`src/rtl/ifu_fetch_if.sv`:
```
// ifu_fetch_if: signal bundle between the fetch stage and its neighbours.
//   Redirect      : jup, jup_addr                           (controller -> fetch)
//   Fetch request : imem_req_valid/ready, imem_req_addr      (fetch <-> imem)
//   Fetch response: imem_resp_valid, imem_resp_data          (imem -> fetch)
//   Instruction   : ivalid, id_ready, inst, inst_pc          (fetch <-> decode/controller)
// master = the fetch stage, slave = everything around it.
interface ifu_fetch_if;
  logic        jup;
  logic [63:0] jup_addr;
  logic        imem_req_valid;
  logic        imem_req_ready;
  logic [63:0] imem_req_addr;
  logic        imem_resp_valid;
  logic [31:0] imem_resp_data;
  logic        ivalid;
  logic        id_ready;
  logic [31:0] inst;
  logic [63:0] inst_pc;

  modport master (
    input  jup, jup_addr, imem_req_ready, imem_resp_valid, imem_resp_data, id_ready,
    output imem_req_valid, imem_req_addr, ivalid, inst, inst_pc
  );

  modport slave (
    output jup, jup_addr, imem_req_ready, imem_resp_valid, imem_resp_data, id_ready,
    input  imem_req_valid, imem_req_addr, ivalid, inst, inst_pc
  );
endinterface

```
`src/rtl/ifu_fetch.sv`:
```
// ifu_fetch: instruction fetch stage answering the controller's redirect protocol.
// Issues word fetches to instruction memory, buffers the in-order responses and
// hands them to decode. After a redirect every response still in flight is
// discarded, so the first instruction presented afterwards is the target.
// Ports:
//   clk  in  clock, all state updates on posedge
//   rst  in  synchronous active-high reset
//   bus  ifu_fetch_if.master: redirect in, imem request/response, decode output
module ifu_fetch #(
  parameter logic [63:0] RESET_PC        = 64'h8000_0000,
  parameter int unsigned MAX_OUTSTANDING = 2
) (
  input  logic        clk,
  input  logic        rst,
  ifu_fetch_if.master bus
);

  localparam int unsigned DEPTH = MAX_OUTSTANDING;
  localparam int unsigned CW    = $clog2(MAX_OUTSTANDING + 1);
  localparam int unsigned PW    = (DEPTH > 1) ? $clog2(DEPTH) : 1;
  localparam logic [63:0] RESET_PC_ALIGNED = {RESET_PC[63:2], 2'b00};

  typedef struct packed {
    logic [63:0] pc;
    logic [31:0] data;
  } inst_entry_t;

  typedef enum logic {
    S_RUN   = 1'b0,
    S_FLUSH = 1'b1
  } state_t;

  state_t        r_state;
  state_t        w_state_nxt;
  logic [CW-1:0] r_drop_cnt;
  logic [CW-1:0] w_drop_nxt;

  logic [63:0]   r_pc;
  logic [CW-1:0] r_outstanding;
  logic [CW-1:0] w_out_nxt;

  // In-flight PC queue: one entry per request still awaiting its response.
  logic [63:0]   r_pcq_mem [DEPTH];
  logic [PW-1:0] r_pcq_rd;
  logic [PW-1:0] r_pcq_wr;

  // Output FIFO of {pc, instruction} waiting for decode.
  inst_entry_t   r_fifo_mem [DEPTH];
  logic [PW-1:0] r_fifo_rd;
  logic [PW-1:0] r_fifo_wr;
  logic [CW-1:0] r_fifo_cnt;

  logic [CW:0]   w_in_use;
  logic          w_credit;
  logic          w_req_valid;
  logic          w_req_fire;
  logic          w_resp;
  logic          w_dropping;
  logic          w_push;
  logic          w_ivalid;
  logic          w_pop;
  logic [63:0]   w_resp_pc;
  inst_entry_t   w_push_entry;
  inst_entry_t   w_head;

  // Circular pointer advance; depth need not be a power of two.
  function automatic logic [PW-1:0] ptr_inc(input logic [PW-1:0] p);
    return (p == PW'(DEPTH - 1)) ? '0 : p + PW'(1);
  endfunction

  // Credits cover both requests in flight and instructions already buffered,
  // which is what keeps the output FIFO from ever overflowing.
  assign w_in_use    = {1'b0, r_outstanding} + {1'b0, r_fifo_cnt};
  assign w_credit    = w_in_use < (CW + 1)'(MAX_OUTSTANDING);
  assign w_req_valid = !rst && !bus.jup && w_credit;
  assign w_req_fire  = w_req_valid && bus.imem_req_ready;

  // A response with nothing outstanding is a protocol error and is ignored.
  assign w_resp      = bus.imem_resp_valid && (r_outstanding != '0);
  assign w_dropping  = (r_state == S_FLUSH);
  assign w_resp_pc   = r_pcq_mem[r_pcq_rd];

  // A response landing in the redirect cycle is stale as well.
  assign w_push       = w_resp && !w_dropping && !bus.jup;
  assign w_push_entry = {w_resp_pc, bus.imem_resp_data};

  assign w_head   = r_fifo_mem[r_fifo_rd];
  assign w_ivalid = !rst && !bus.jup && (r_fifo_cnt != '0);
  assign w_pop    = w_ivalid && bus.id_ready;

  // No request fires in a redirect cycle, so this is also the stale count.
  assign w_out_nxt = r_outstanding + CW'(w_req_fire) - CW'(w_resp);

  assign bus.imem_req_valid = w_req_valid;
  assign bus.imem_req_addr  = r_pc;
  assign bus.ivalid         = w_ivalid;
  assign bus.inst           = w_head.data;
  assign bus.inst_pc        = w_head.pc;

  // FSM state and drop counter register.
  always_ff @(posedge clk) begin : state_reg
    if (rst) begin
      r_state    <= S_RUN;
      r_drop_cnt <= '0;
    end else begin
      r_state    <= w_state_nxt;
      r_drop_cnt <= w_drop_nxt;
    end
  end

  // Next state: a redirect re-arms the drop count; each stale response retires one.
  always_comb begin : state_next
    w_state_nxt = r_state;
    w_drop_nxt  = r_drop_cnt;
    if (bus.jup) begin
      w_drop_nxt  = w_out_nxt;
      w_state_nxt = (w_out_nxt != '0) ? S_FLUSH : S_RUN;
    end else if (w_resp && w_dropping) begin
      w_drop_nxt = r_drop_cnt - CW'(1);
      if (r_drop_cnt == CW'(1)) begin
        w_state_nxt = S_RUN;
      end
    end
  end

  // PC, outstanding count and in-flight PC queue.
  always_ff @(posedge clk) begin : fetch_reg
    if (rst) begin
      r_pc          <= RESET_PC_ALIGNED;
      r_outstanding <= '0;
      r_pcq_rd      <= '0;
      r_pcq_wr      <= '0;
      for (int i = 0; i < int'(DEPTH); i++) begin
        r_pcq_mem[PW'(i)] <= '0;
      end
    end else begin
      r_outstanding <= w_out_nxt;
      if (bus.jup) begin
        r_pc <= {bus.jup_addr[63:2], 2'b00};
      end else if (w_req_fire) begin
        r_pc <= r_pc + 64'd4;
      end
      if (w_req_fire) begin
        r_pcq_mem[r_pcq_wr] <= r_pc;
        r_pcq_wr            <= ptr_inc(r_pcq_wr);
      end
      // Stale responses still pop their PC so the queue stays aligned.
      if (w_resp) begin
        r_pcq_rd <= ptr_inc(r_pcq_rd);
      end
    end
  end

  // Output FIFO; a redirect empties it in one cycle.
  always_ff @(posedge clk) begin : fifo_reg
    if (rst) begin
      r_fifo_rd  <= '0;
      r_fifo_wr  <= '0;
      r_fifo_cnt <= '0;
      for (int i = 0; i < int'(DEPTH); i++) begin
        r_fifo_mem[PW'(i)] <= '0;
      end
    end else if (bus.jup) begin
      r_fifo_rd  <= r_fifo_wr;
      r_fifo_cnt <= '0;
    end else begin
      if (w_push) begin
        r_fifo_mem[r_fifo_wr] <= w_push_entry;
        r_fifo_wr             <= ptr_inc(r_fifo_wr);
      end
      if (w_pop) begin
        r_fifo_rd <= ptr_inc(r_fifo_rd);
      end
      r_fifo_cnt <= r_fifo_cnt + CW'(w_push) - CW'(w_pop);
    end
  end

endmodule
```
`src/flat_wrapper.sv`:
```
// flat-port wrapper written by rule: the top's interface ports become plain ports
module ifu_fetch_flat 
#(
  parameter logic [63:0] RESET_PC        = 64'h8000_0000,
  parameter int unsigned MAX_OUTSTANDING = 2
)
  (clk, rst, bus_jup, bus_jup_addr, bus_imem_req_ready, bus_imem_resp_valid, bus_imem_resp_data, bus_id_ready, bus_imem_req_valid, bus_imem_req_addr, bus_ivalid, bus_inst, bus_inst_pc);
  ifu_fetch_if bus_i ();
  input  logic clk;
  input  logic rst;
  input wire logic [$bits(bus_i.jup)-1:0] bus_jup;
  input wire logic [$bits(bus_i.jup_addr)-1:0] bus_jup_addr;
  input wire logic [$bits(bus_i.imem_req_ready)-1:0] bus_imem_req_ready;
  input wire logic [$bits(bus_i.imem_resp_valid)-1:0] bus_imem_resp_valid;
  input wire logic [$bits(bus_i.imem_resp_data)-1:0] bus_imem_resp_data;
  input wire logic [$bits(bus_i.id_ready)-1:0] bus_id_ready;
  output wire logic [$bits(bus_i.imem_req_valid)-1:0] bus_imem_req_valid;
  output wire logic [$bits(bus_i.imem_req_addr)-1:0] bus_imem_req_addr;
  output wire logic [$bits(bus_i.ivalid)-1:0] bus_ivalid;
  output wire logic [$bits(bus_i.inst)-1:0] bus_inst;
  output wire logic [$bits(bus_i.inst_pc)-1:0] bus_inst_pc;
  assign bus_i.jup = bus_jup;
  assign bus_i.jup_addr = bus_jup_addr;
  assign bus_i.imem_req_ready = bus_imem_req_ready;
  assign bus_i.imem_resp_valid = bus_imem_resp_valid;
  assign bus_i.imem_resp_data = bus_imem_resp_data;
  assign bus_i.id_ready = bus_id_ready;
  assign bus_imem_req_valid = bus_i.imem_req_valid;
  assign bus_imem_req_addr = bus_i.imem_req_addr;
  assign bus_ivalid = bus_i.ivalid;
  assign bus_inst = bus_i.inst;
  assign bus_inst_pc = bus_i.inst_pc;
  ifu_fetch #(.RESET_PC(RESET_PC), .MAX_OUTSTANDING(MAX_OUTSTANDING)) u_core (.clk(clk), .rst(rst), .bus(bus_i));
endmodule
```
`config.mk`:
```
export PLATFORM = sky130hd
export DESIGN_NAME = ifu_fetch_flat
export DESIGN_NICKNAME = d
export VERILOG_FILES = /design/src/rtl/ifu_fetch_if.sv /design/src/rtl/ifu_fetch.sv /design/src/flat_wrapper.sv
export SDC_FILE = /design/constraint.sdc
export NUM_CORES = 1
export LEC_CHECK = 0
export ABC_AREA = 1
export CORE_MARGIN = 2
export CORE_UTILIZATION = 40
export CTS_CLUSTER_DIAMETER = 200
export DETAILED_ROUTE_END_ITERATION = 7
export HOLD_SLACK_MARGIN = 0.03
export PLACE_DENSITY = 0.59
export SETUP_SLACK_MARGIN = 0.5
export SLEW_MARGIN = 20
export SYNTH_ARGS = -nofsm -noshare
export SYNTH_HDL_FRONTEND = slang
export SYNTH_SLANG_ARGS = --single-unit
```
`constraint.sdc`:
```
create_clock -name clk -period 4.7 [get_ports clk]
set_clock_uncertainty 0.2 [all_clocks]
set_input_delay 0.705 -clock clk [delete_from_list [all_inputs] [get_ports clk]]
set_output_delay 0.705 -clock clk [all_outputs]
set_load 0.02 [all_outputs]
```
==> results of run 1 <==
[logic make-up after synthesis]
kind of cell	Yosys count	share of synthesized area, %
other	1	0.0206
adders and majority gates	7	0.521
AOI/OAI and AO/OA	147	4.33
buffers and inverters	282	6.37
xor gates and xnor gates	14	0.672
and+or+nand+nor	841	19.3
muxes	156	9.20
DFF	387	59.6
[cells in the final DEF, fill, tap and decap left out, types with 7 or more instances in the layout]
master | netlist | routed
nand2_1 | 281 | 277
clkbuf_1 | 27 | 9
a31oi_1 | 12 | 12
buf_4 | 7 | 13
buf_12 | 0 | 7
nor2_2 | 8 | 8
edfxtp_1 | 312 | 312
clkdlybuf4s50_1 | 0 | 255
o21ai_0 | 60 | 60
nor2_1 | 431 | 431
a21oi_1 | 53 | 53
nand2_2 | 10 | 12
nand2_4 | 6 | 8
dfxtp_1 | 75 | 73
inv_1 | 196 | 196
mux2_2 | 94 | 94
nand4_1 | 8 | 8
mux2i_1 | 62 | 62
clkbuf_16 | 0 | 42
xor2_1 | 12 | 12
nand3_1 | 76 | 75
nor2_4 | 7 | 7
o21ai_1 | 8 | 8
[worst paths after layout]
check	start	end	slack, ns	cells after the start
setup reg to reg	u_core.r_fifo_cnt[0]$_SDFF_PP0_	u_core.r_pcq_mem[0][45]$_SDFFCE_PN0P_	1.51	9
hold reg to reg	u_core.r_pcq_rd$_SDFFE_PP0P_	register	0.26	1
setup / recovery	register	bus_inst_pc[51]	1.00	3
hold / removal	u_core.r_pcq_rd$_SDFFE_PP0P_	register	0.26	1
[stage by stage]
stage	instances	util (%)
after floorplan	1838	-
after global placement	2634	47.4
after detailed placement	2634	47.4
after CTS	2710	50.6
after global routing	2710	50.6
final	2712	50.6
[layer usage]
metal / vias up / GRT usage, %
met5: - / 0
met4: 0 / 5.62
met3: 68 / 3.89
met2: 441 / 35.8
met1: 6576 / 31.6
li1: 6531 / -
[critical path, delay by kind of cell (launching register included)]
family | cells | cell delay, ns
buffers and inverters | 2 | 0.89
flip-flops | 1 | 0.85
multiplexers | 1 | 0.40
[sequential cells by signal, summed over array words and instances, names as in the netlist, named ones only]
signal and cells:
u_core.r_fifo_wr 1, u_core.r_pcq_mem 124, u_core.r_state 1, u_core.r_fifo_cnt 2, u_core.bus.imem_req_addr 62, u_core.r_drop_cnt 2
u_core.r_fifo_mem 188, u_core.r_fifo_rd 1, u_core.r_pcq_rd 1, u_core.r_pcq_wr 1, u_core.r_outstanding 2
[final cells by class]
type	instances	share of cell area, %
flip-flops and latches	387	47.6
multi-input cells	1169	27.4
repair buffers	277	12.3
clock buffers	57	5.11
inverters	201	3.30
well taps	600	3.29
clock inverters	19	1.04
diodes	2	0.0219
[power groups by stage]
stage               clock network, W  logic (W)  registers [W]
global placement                   0    0.00130        0.00418
detailed placement                 0    0.00131        0.00419
CTS                          0.00346    0.00132        0.00412
finish                       0.00340    0.00130        0.00411
floorplan                          0   0.000769        0.00413
global route                 0.00360    0.00140        0.00414
==> impl_metrics.csv, run 1 <==
group,metric,value,unit
status,outcome,"complete, no violations",
floorplanning,ios,264,
route,top_layer_used,"met4",
power_and_ir_drop,finalPower,0.00881,W
global_route,grt_max_degree,70,
logic_synthesis,synth.most_common_cell,"nor2_1",
logic_synthesis,synth_edf_count,312,
critical_path,cp_max_fo,52,
clocking,clkTransAtPathRegs,0.06,ns
global_route,grt_pass1_wl,79900,microns
route,firstDrtPassIters,6,
power_and_ir_drop,irDropWorstVdd,0.000191,V
placement,hpwl,37000,microns
finish,fin_nets,2187,
clocking,clk_latency,0.57,ns
clocking,cts_buffers,42,
logic_synthesis,syn_avg_cell_area,9.94,sq um
timing,worst_pin_slew,0.912,ns
placement,placed_area,21400,sq um
clocking,cts_htree_levels,2,
route,vias,13600,
route,drc_errors,0,
placement,port_buffers,257,
timing,relSlewSlack,39.2,%
timing,tns,0,ns
power_and_ir_drop,p_per_area,386,nW/um^2
clocking,post-cts-setup-buffers,0,
route,routed_wl,53200,microns
critical_path,start_kind,"register",
power_and_ir_drop,clkPwrFrac,38.6,%
power_and_ir_drop,p_seq_share,46.7,%
critical_path,worstSetupPathType,"register to primary output",
route,met2_length,24700,microns
logic_synthesis,syn_inst,1835,
logic_synthesis,synth-seq-cells,387,
route,drt_iter0_drc,1025,
logic_synthesis,syn-cell-area,18200,sq um
power_and_ir_drop,p_sw,0.00230,W
power_and_ir_drop,p_comb_share,14.7,%
logic_synthesis,ys_types,44,
logic_synthesis,ys.flop_type,"edfxtp_1",
clocking,clock_sinks,387,
clocking,post_cts_resized,0,
critical_path,critPathCaptureType,"primary output",
placement,place.gp.congestion,0.937,
critical_path,crit_chain,"buf_12 > mux2_2 > clkdlybuf4s50_1",
timing,setup_ws,1.00,ns
critical_path,crit_slowest_cell,"dfxtp_4",
logic_synthesis,yosys.area.top_type,"edfxtp_1",
floorplanning,row_count,78,
logic_synthesis,netlist_top_cells_count,"nor2_1, edfxtp_1, nand2_1",
global_route,grt_overflow_total,0,
logic_synthesis,synthTopCellsByArea,"edfxtp_1, nor2_1, dfxtp_1",
clocking,cts_buffer_depth,3,
logic_synthesis,ys_seq_area_share,59.6,%
timing,period_needed,3.70,ns
floorplanning,die_w,218,microns
clocking,root_buffer,"clkbuf_16",
global_route,grt_antenna_before_repair,0,
finish,seq_area,10900,sq um
finish,multi_input_area,6250,sq um
clocking,ctsHoldBuffers,0,
logic_synthesis,ys_warn_count,0,
timing,setup_viol,0,
logic_synthesis,synth_top_area_share,51.4,%
timing,whs,0.258,ns
timing,rsz0062_at_grt,"no",
floorplanning,core,45200,sq um
flow_run,cap_violations,0,
global_route,grt_pass1_vias,13100,
route,wl_met1,23800,microns
timing,hold_viol_final,0,
floorplanning,start_util,40.4,%
critical_path,critPathMaxStageDelay,0.85,ns
timing,slew_viol_final,0,
route,wl_met3,3530,microns
route,ant_nets,0,
power_and_ir_drop,p_int,0.00651,W
finish,final_area,22800,sq um
route,wl_per_cell,19.6,microns
clocking,tritoncts,"yes",
finish,drive_above_1_share,11.1,%
finish,nFillCells,4170,
floorplanning,die_area,47300,sq um
power_and_ir_drop,p_sw_share,26.1,%
logic_synthesis,async_flop_share,0,%
route,viasPerCell,5.02,
global_route,grt_usage,22.4,%
placement,dpl_worst_slack,1.12,ns
finish,syn_to_final_growth,25.2,%
critical_path,critical_path_arrival,2.79,ns
timing,period_share,78.7,%
hold_path,worstHoldPathType,"register to register",
critical_path,crit_required,3.80,ns
timing,fmax,270,MHz
power_and_ir_drop,cellLeakagePower,8.64,nW
floorplanning,die_y,218,microns
(Power assumes the default switching activity.)
==> inputs of run 2 (changes only) <==
- clock period: 4.7 -> 3.46 ns (I/O delays scaled with it)
==> run 2 against run 1 <==
Compared with the run above: sequential power rose by 35%; total power grew 35%; wire length fell by 0.53%; first-iteration DRC count grew 24%; register-to-register slack worse by 0.76 ns; combinational power rose by 41%; final area grew 0.54%; highest routed layer unchanged; via count is 0.33% lower.
==> impl_metrics.csv, run 2 (same netlist as run 1, synthesis figures left out) <==
group,metric,value,unit
clocking,tritoncts,"yes",
floorplanning,ios,264,
timing,worst_pin_slew,0.823,ns
hold_path,worstHoldEndpoint,"u_core.r_drop_cnt[1]$_SDFFE_PP0P_",
route,routed_wl,52900,microns
route,firstDrtPassIters,5,
clocking,cts_buffer_depth,3,
global_route,grt_pass1_wl,79000,microns
hold_path,hold_path_depth,2,
status,outcome,"complete, no violations",
floorplanning,row_count,78,
route,vias,13600,
timing,hold_viol_final,0,
route,ant_nets,0,
finish,max_flop_register,"u_core.r_fifo_mem",
route,viasPerCell,4.98,
critical_path,worstSetupPathType,"register to primary output",
clocking,root_buffer,"clkbuf_16",
clocking,cts_htree_levels,2,
finish,seq_area,10900,sq um
clocking,ctsHoldBuffers,0,
placement,port_buffers,257,
global_route,grt_overflow_total,0,
finish,nFillCells,4071,
clocking,clk_latency,0.57,ns
floorplanning,die_area,47300,sq um
power_and_ir_drop,p_per_area,517,nW/um^2
placement,place.gp.congestion,0.943,
finish,syn_to_final_growth,25.9,%
critical_path,crit_required,2.74,ns
finish,drive_above_1_share,11.4,%
floorplanning,core,45200,sq um
clocking,cts_buffers,43,
route,drc_errors,0,
timing,period_needed,2.93,ns
hold_path,worstHoldPathType,"input port to register",
critical_path,r2r_slack,0.75,ns
timing,tns,0,ns
power_and_ir_drop,irDropWorstVdd,0.000282,V
global_route,grt_usage,22.2,%
power_and_ir_drop,cellLeakagePower,8.75,nW
timing,setup_viol,0,
clocking,clock_sinks,387,
placement,hpwl,37200,microns
flow_run,cap_violations,0,
global_route,grt_max_degree,96,
finish,fin_nets,2200,
critical_path,rr_endpoint,"u_core.r_pcq_mem[0][40]$_SDFFCE_PN0P_",
floorplanning,die_y,218,microns
route,drt_iter0_drc,1269,
critical_path,r2r-start,"u_core.r_fifo_cnt[0]$_SDFF_PP0_",
critical_path,critPathCaptureType,"primary output",
finish,largest_register_ffs,188,
critical_path,cp_max_fo,38,
critical_path,critical_path_arrival,2.21,ns
timing,rsz0062_at_grt,"yes",
timing,fmax,342,MHz
finish,multi_input_area,6250,sq um
timing,relSlewSlack,44.9,%
power_and_ir_drop,finalPower,0.0119,W
clocking,clkTransAtPathRegs,0.06,ns
critical_path,ff2ff_path_depth,9,
floorplanning,die_w,218,microns
global_route,grt_antenna_before_repair,0,
timing,period_share,84.6,%
floorplanning,start_util,40.4,%
finish,layout_commonest_cell,"nor2_1",
finish,final_cell_mix,"nor2_1, edfxtp_1, nand2_1, clkdlybuf4s50_1, inv_1",
critical_path,start_kind,"register",
hold_path,min_from,"rst",
route,wl_per_cell,19.4,microns
timing,slew_viol_final,0,
global_route,grt_pass1_vias,13000,
==> run 2: changes by cell type in the layout (fill, tap and decap cells not counted), moves of 2 or more <==
cell / previous run / this run
buf_16: 0 / 2
buf_4: 13 / 21
bufinv_16: 5 / 3
clkbuf_1: 9 / 13
clkbuf_16: 42 / 44
clkbuf_8: 6 / 4
clkdlybuf4s50_1: 255 / 250
clkinv_1: 6 / 8
clkinvlp_4: 2 / 0
dlygate4sd2_1: 0 / 3
dlymetal6s2s_1: 0 / 2
==> run 2: per-layer routing <==
metal | vias to the layer above | share of wire [%] | GRT usage (%)
met2 | 378 | 47 | 35.6
met5 | - | 0 | 0
li1 | 6567 | - | -
met1 | 6571 | 46 | 31.9
met3 | 55 | 5.8 | 3.28
met4 | 0 | 1.7 | 4.61
==> run 2: timing repair <==
action / in CTS / in global routing
resized for setup: 4 / 2
setup endpoints to repair: 75 / 43
buffers inserted: 4 / 0
==> run 2: per-stage QoR <==
step	util, %	cell area, sq um	worst slack, ns	std cells	hold slack, ns
after floorplan	-	18300	0.565	1838	0.226
after global placement	47.6	21500	0.656	2641	0.223
after detailed placement	47.7	21500	0.637	2642	0.238
after CTS	50.8	23000	0.454	2724	0.0495
after global routing	50.8	23000	0.462	2724	0.0742
final	50.8	23000	0.532	2725	0.0779
==> run 2: final cells by class <==
cell class | count | share of cell area [%]
clock buffers | 61 | 5.25
repair buffers | 289 | 12.8
multi-input cells | 1169 | 27.2
clock inverters | 17 | 0.757
flip-flops and latches | 387 | 47.4
well taps | 600 | 3.27
inverters | 201 | 3.28
diodes | 1 | 0.0109
==> run 2: worst max path at each step <==
stage / slack, ns / start / cells past startpoint / to
5_1_grt: 0.46 / register / 3 / bus_inst[22]
3_3_place_gp: 0.66 / bus_imem_resp_valid / 6 / u_core.r_fifo_mem[0][40]$_SDFFCE_PN0P_
4_1_cts: 0.45 / register / 3 / bus_inst_pc[2]
2_1_floorplan: 0.56 / u_core.r_fifo_cnt[0]$_SDFF_PP0_ / 10 / u_core.r_pcq_mem[0][10]$_SDFFCE_PN0P_
6_report: 0.53 / register / 3 / bus_inst_pc[13]
3_5_place_dp: 0.64 / bus_imem_resp_valid / 6 / u_core.r_fifo_mem[0][38]$_SDFFCE_PN0P_
==> run 2: report_power, final <==
| group | switching (W) | internal [W] | leakage [nW] |
|---|---|---|---|
| combinational | 0.00105 | 0.000780 | 4.22 |
| sequential | 0.000207 | 0.00534 | 3.85 |
| clock | 0.00185 | 0.00265 | 0.672 |
| total | 0.00310 | 0.00877 | 8.75 |
==> run 2: worst max-delay path: stages (launching register included) <==
cell and delay, ns:
dfxtp_4 0.44, buf_16 0.25, mux2_2 0.37, clkdlybuf4s50_1 0.55
